## src/rtl/spi_ctrl_pkg.sv

```systemverilog
// Shared definitions for the SPI command/register-access controller.
package spi_ctrl_pkg;

  typedef enum logic [2:0] {
    IDLE,
    CMD,
    WR,
    RD_ISSUE,
    RD_CAPTURE,
    RD_HOLD
  } state_t;

  localparam int         CMD_RW_BIT        = 7;
  localparam logic [7:0] IDLE_BYTE_DEFAULT = 8'hA5;

endpackage

```

## src/rtl/spi_cs_sync.sv

```systemverilog
// Two-flop synchroniser for the raw chip select, with frame start/end pulses.
module spi_cs_sync (
  input  logic clk,
  input  logic reset_n,
  input  logic cs_raw,
  output logic frame_start,
  output logic frame_end
);

  logic       cs_meta;
  logic       cs_s;
  logic       cs_d;
  logic [1:0] settle;

  always_ff @(posedge clk) begin
    if (!reset_n) begin
      cs_meta <= 1'b1;
      cs_s    <= 1'b1;
      cs_d    <= 1'b1;
      settle  <= 2'd0;
    end else begin
      cs_meta <= cs_raw;
      cs_s    <= cs_meta;
      cs_d    <= cs_s;
      if (settle != 2'd3) settle <= settle + 2'd1;
    end
  end

  // Edges are suppressed until every stage holds a real pin sample, so a reset
  // taken with CS already low never fabricates a frame start.
  assign frame_start = (settle == 2'd3) &&  cs_d && !cs_s;
  assign frame_end   = (settle == 2'd3) && !cs_d &&  cs_s;

endmodule

```

## src/rtl/spi_reg_controller.sv

```systemverilog
// Command decoder and register-bank sequencer sitting behind spi_slave.
module spi_reg_controller
  import spi_ctrl_pkg::*;
#(
  parameter int         ADDR_W    = 7,
  parameter int         AUTO_INC  = 1,
  parameter logic [7:0] IDLE_BYTE = IDLE_BYTE_DEFAULT
) (
  input  logic              system_clk,
  input  logic              reset_n,
  input  logic              spi_cs,
  input  logic              spi_data_ready,
  input  logic [7:0]        spi_rx_data,
  output logic              spi_read_ack,
  output logic [7:0]        data_to_send,
  output logic [ADDR_W-1:0] reg_addr,
  output logic              reg_wr_en,
  output logic [7:0]        reg_wr_data,
  output logic              reg_rd_en,
  input  logic [7:0]        reg_rd_data,
  output logic              frame_err,
  output logic              Debug_ctrl
);

  logic   frame_start;
  logic   frame_end;
  logic   ack_d;
  logic   consume;
  state_t state;

  spi_cs_sync u_cs_sync (
    .clk         (system_clk),
    .reset_n     (reset_n),
    .cs_raw      (spi_cs),
    .frame_start (frame_start),
    .frame_end   (frame_end)
  );

  // The ready flag may linger through the ack cycle and the one after it while
  // spi_slave clears it; both are blocked so a byte is never taken twice.
  assign consume = spi_data_ready && !spi_read_ack && !ack_d;

  always_ff @(posedge system_clk) begin
    if (!reset_n) begin
      state        <= IDLE;
      spi_read_ack <= 1'b0;
      ack_d        <= 1'b0;
      reg_wr_en    <= 1'b0;
      reg_rd_en    <= 1'b0;
      reg_addr     <= '0;
      reg_wr_data  <= 8'h00;
      data_to_send <= IDLE_BYTE;
      frame_err    <= 1'b0;
      Debug_ctrl   <= 1'b0;
    end else begin
      spi_read_ack <= consume;
      ack_d        <= spi_read_ack;
      reg_wr_en    <= 1'b0;
      reg_rd_en    <= 1'b0;
      if (consume) Debug_ctrl <= !Debug_ctrl;
      if (reg_wr_en && AUTO_INC != 0) reg_addr <= reg_addr + ADDR_W'(1);

      case (state)
        IDLE: begin
          if (consume) frame_err <= 1'b1;
          if (frame_start) state <= CMD;
        end
        CMD: begin
          if (consume) begin
            reg_addr <= spi_rx_data[ADDR_W-1:0];
            if (frame_end) begin
              state <= IDLE;
            end else if (spi_rx_data[CMD_RW_BIT]) begin
              reg_rd_en <= 1'b1;
              state     <= RD_ISSUE;
            end else begin
              state <= WR;
            end
          end else if (frame_end) begin
            frame_err <= 1'b1;
            state     <= IDLE;
          end
        end
        WR: begin
          if (consume) begin
            reg_wr_data <= spi_rx_data;
            reg_wr_en   <= 1'b1;
          end
          if (frame_end) begin
            data_to_send <= IDLE_BYTE;
            state        <= IDLE;
          end
        end
        RD_ISSUE: begin
          state <= frame_end ? IDLE : RD_CAPTURE;
        end
        RD_CAPTURE: begin
          data_to_send <= reg_rd_data;
          if (AUTO_INC != 0) reg_addr <= reg_addr + ADDR_W'(1);
          state <= frame_end ? IDLE : RD_HOLD;
        end
        RD_HOLD: begin
          if (frame_end) state <= IDLE;
        end
        default: state <= IDLE;
      endcase
    end
  end

endmodule

```

## config.mk

```make
export PLATFORM = sky130hd
export DESIGN_NAME = spi_reg_controller
export DESIGN_NICKNAME = d
export VERILOG_FILES = /design/src/rtl/spi_ctrl_pkg.sv /design/src/rtl/spi_cs_sync.sv /design/src/rtl/spi_reg_controller.sv
export SDC_FILE = /design/constraint.sdc
export NUM_CORES = 1
export LEC_CHECK = 0
export ABC_AREA = 0
export BUFFER_PORTS_ARGS = -buffer_cell sky130_fd_sc_hd__buf_2
export CAP_MARGIN = 15
export CELL_PAD_IN_SITES_DETAIL_PLACEMENT = 1
export CELL_PAD_IN_SITES_GLOBAL_PLACEMENT = 1
export CORE_MARGIN = 4
export CORE_UTILIZATION = 38
export CTS_CLUSTER_SIZE = 12
export DETAILED_ROUTE_END_ITERATION = 7
export PLACE_DENSITY = 0.87
export SLEW_MARGIN = 10
export SYNTH_ARGS = -nofsm -noshare
export SYNTH_HDL_FRONTEND = slang
export SYNTH_SLANG_ARGS = --single-unit
```

## constraint.sdc

```tcl
create_clock -name system_clk -period 1.95 [get_ports system_clk]
set_input_delay 0 -clock system_clk [delete_from_list [all_inputs] [get_ports system_clk]]
set_output_delay 0 -clock system_clk [all_outputs]
set_load 0.02 [all_outputs]
```

==> key figures <==
Clocking
  – Clk sink count: 37
  – Post-CTS Setup Inserts: 0
  – CTS clock-pin slew for the worst setup and hold paths: 0.08 ns
  – TritonCTS Buffers: 5
  – Clk buf depth: 2
  – # resized after CTS: 0
  – CTS tree: yes
  – H-tree depth: 2
  – Clock Latency Late Sink: 0.30 ns
  – Clock root buffer: clkbuf_8

Floorplan
  – Row count: 23
  – Boundary pin count: 48
  – Die H: between 70 and 80 um
  – Die area: roughly 5300 sq um
  – Core footprint: about 4000 sq um
  – Starting Density: 39.6%
  – Chip width: approximately 73 um

Pwr
  – Switch Pwr: approximately 380 uW
  – Sw Share: between 20% and 30%
  – Sequential power share: a little over half
  – Clock share of power: around 37%
  – Worst IR Drop VDD: roughly 0.47 mV
  – Gate power share: between 10% and 20%
  – Pint: roughly 1.1 mW
  – PD cells: approximately 710 nW/um^2
  – Leakage power: around 0.96 nW

Synthesis
  – Synth Instances: 161
  – Seq cells post-synth: 37
  – Synth Flop Type: dfxtp_1
  – Mapped Nets: approximately 180
  – Syn Std Cell Area: approximately 1600 sq um
  – Leading area contributor after synthesis: dfxtp_1
  – Area contributors post-synth: dfxtp_1, mux2i_1, nor2_1
  – Top-area cell type share of the netlist area: between 40% and 50%
  – Asr flop ratio synth: 0%
  – Yosys warnings: 0
  – Post-synthesis sequential area ratio: roughly 46%
  – Synth Area per Inst: between 9 and 10 sq um
  – Commonest cells in the synthesized netlist: dfxtp_1, nor2_1, mux2i_1, a22o_1
  – Post-synth cell types: 47
  – Post-synth EDFFs: 0
  – Most common cell in the netlist: dfxtp_1

STA
  – Slew Limit Fails: 0
  – Max transition margin: about three fifths
  – RSZ-0062 raised after global routing: no
  – Setup Viol. Count Final: 0
  – Setup TNS: 0 ns
  – Final Hold Fails: 0
  – Final clock skew: 0.0102 ns
  – Tmin final: roughly 1.8 ns
  – Worst slew pin tran: ~0.57 ns
  – Fmax: about 0.56 GHz
  – Final worst-path cycle share: roughly 92%

GRT
  – GR Util All Layers: between 10% and 20%
  – Largest net degree at the start of global routing: 18
  – Vias in the first global route: approximately 1,600
  – Initial antenna violation count: 0
  – Global-route wire length before repair: around 7.3 mm
  – Global route total overflow: 0

Detailed routing
  – Drt total wl: around 4.6 mm
  – DRC: 0
  – Pre-antenna DRT Iters: 4
  – Drt via density: 5.25
  – Wirelength per Cell: ~16 um
  – DRT antenna net count: 0
  – Initial DRC Count: 50
  – Vias: approximately 1,500

Critical path
  – Critical path class: flop to flop
  – Delay-heaviest family, CP: compound AO/OA/AOI/OAI gates
  – Crit end category: flop
  – Critical Path RT: roughly 2.2 ns
  – Slowest cell on crit path: o21ai_0
  – Arrival time worst endpoint: between 2 and 2.5 ns
  – Flop-to-flop setup slack: ~0.15 ns
  – CP Buf/Inv Count: 0
  – Worst Setup Start Kind: flop
  – CP max stage delay: between 0.4 and 0.5 ns
  – CP max FO: 5
  – Cell Chain, Critical Path: ha_1 > and3b_1 > a21oi_1 > o21ai_0 > o22a_1

Placed design
  – Post-detail-place hpwl: a little under 3 mm
  – Count of input and output buffers: 47
  – Total placed cells including tap cells: 253
  – Placer Congestion: about 0.76

Min path
  – Hold WC Path Type: input pin to flop

Finish
  – Area Overhead vs Synth: 35.1%
  – N_diodes: 0
  – Layout cells sized above 1: between 20 and 30%
  – Net count, final: 251
  – Core Util, Final: 53.5%
  – # fillers: approximately 480
  – Post-Layout Cell Count: between 200 and 300

Run status
  – Status: completed

Flow run
  – MaxCap Viol Count: 0
[state kept, by name, indices dropped and copies added, names as in the netlist, 2 cells and up]
name and flops:
data_to_send 8, reg_addr 7, reg_wr_data 8, state 3, u_cs_sync.settle 2
[cell type report]
type / instances / area, sq um / share of cell area [%]
tap: 50 / 62.6 / 2.90
clock inverter: 2 / 13.8 / 0.639
multi-input combinational: 115 / 803 / 37.3
clock buffer: 6 / 82.6 / 3.83
inverter: 1 / 3.75 / 0.174
sequential: 37 / 741 / 34.4
timing repair buffer: 69 / 448 / 20.8
[worst register-to-register path, stage by stage (launching register included)]
cell	delay, ns
dfxtp_1	0.35
ha_1	0.27
and3b_1	0.29
a21oi_1	0.13
o21ai_0	0.49
o22a_1	0.21
[metal layers]
metal | vias to the layer above | part of all wire (%) | global-route usage, %
li1 | 730 | - | -
met1 | 703 | 44 | 20.1
met2 | 27 | 50 | 32.0
met3 | 9 | 3.8 | 3.99
met4 | 0 | 2.4 | 8.40
met5 | - | 0 | 0
[cells in the final DEF, fill, tap and decap left out, types with 3 or more instances in the layout]
cell	synthesis	final
dlygate4sd3_1	0	19
o21ai_0	3	3
nor2b_1	5	5
nand2_1	5	5
clkbuf_8	0	6
nand2b_1	3	3
nand3_1	4	4
and2_1	3	3
xor2_1	4	4
dfxtp_1	37	37
a22o_1	6	6
nor2_1	21	21
or3_1	3	3
buf_2	2	47
buf_4	0	3
o2111ai_1	4	4
mux2i_1	10	10
a21oi_1	4	4
o22a_1	4	4
[power groups by stage]
stage	Combinational (mW)	Clock, mW	Sequential (mW)
detailed placement	0.129	0	0.815
global placement	0.126	0	0.814
CTS	0.160	0.583	0.798
finish	0.161	0.567	0.798
global route	0.178	0.614	0.801
floorplan	0.0684	0	0.823
[per-stage QoR]
| stage | hold slack (ns) | power (mW) | setup slack [ns] | area, sq um |
|---|---|---|---|---|
| global route | 0.0937 | 1.59 | 0.0438 | 2150 |
| global placement | 0.183 | 0.940 | 0.362 | 1870 |
| CTS | 0.0740 | 1.54 | 0.221 | 2150 |
| floorplan | 0.101 | 0.891 | 0.528 | 1600 |
| detailed placement | 0.186 | 0.944 | 0.259 | 1870 |
| finish | 0.0868 | 1.53 | 0.154 | 2150 |
[path summary, 6_finish.rpt]
kind         depth (start not counted)                            to                              from
max                                  5  data_to_send[2]$_SDFFE_PN1P_  u_cs_sync.settle[0]$_SDFFE_PN0P_
min                                  3          reg_rd_en$_SDFF_PP0_                    spi_data_ready
max reg2reg                          5  data_to_send[2]$_SDFFE_PN1P_  u_cs_sync.settle[0]$_SDFFE_PN0P_
min reg2reg                          1     u_cs_sync.cs_s$_SDFF_PN1_      u_cs_sync.cs_meta$_SDFF_PN1_
[logic make-up (layout without fill, tap and decap cells)]
group | Yosys count | after routing | synth area share [%]
adder cells (fa/ha/maj) | 2 | 2 | 1.57
multiplexers | 11 | 11 | 6.98
buffers and inverters | 9 | 78 | 3.22
flip-flops | 37 | 37 | 46.4
AO/OA/AOI/OAI | 36 | 36 | 17.6
AND/OR/NAND/NOR | 61 | 61 | 21.5
XOR/XNOR | 5 | 5 | 2.74
[repair_timing]
action | in CTS | in global routing
setup endpoints to repair | 0 | 0
hold buffers | 19 | 0
endpoints found under the hold margin | 19 | 0
Power figures use the tool's default switching activity.
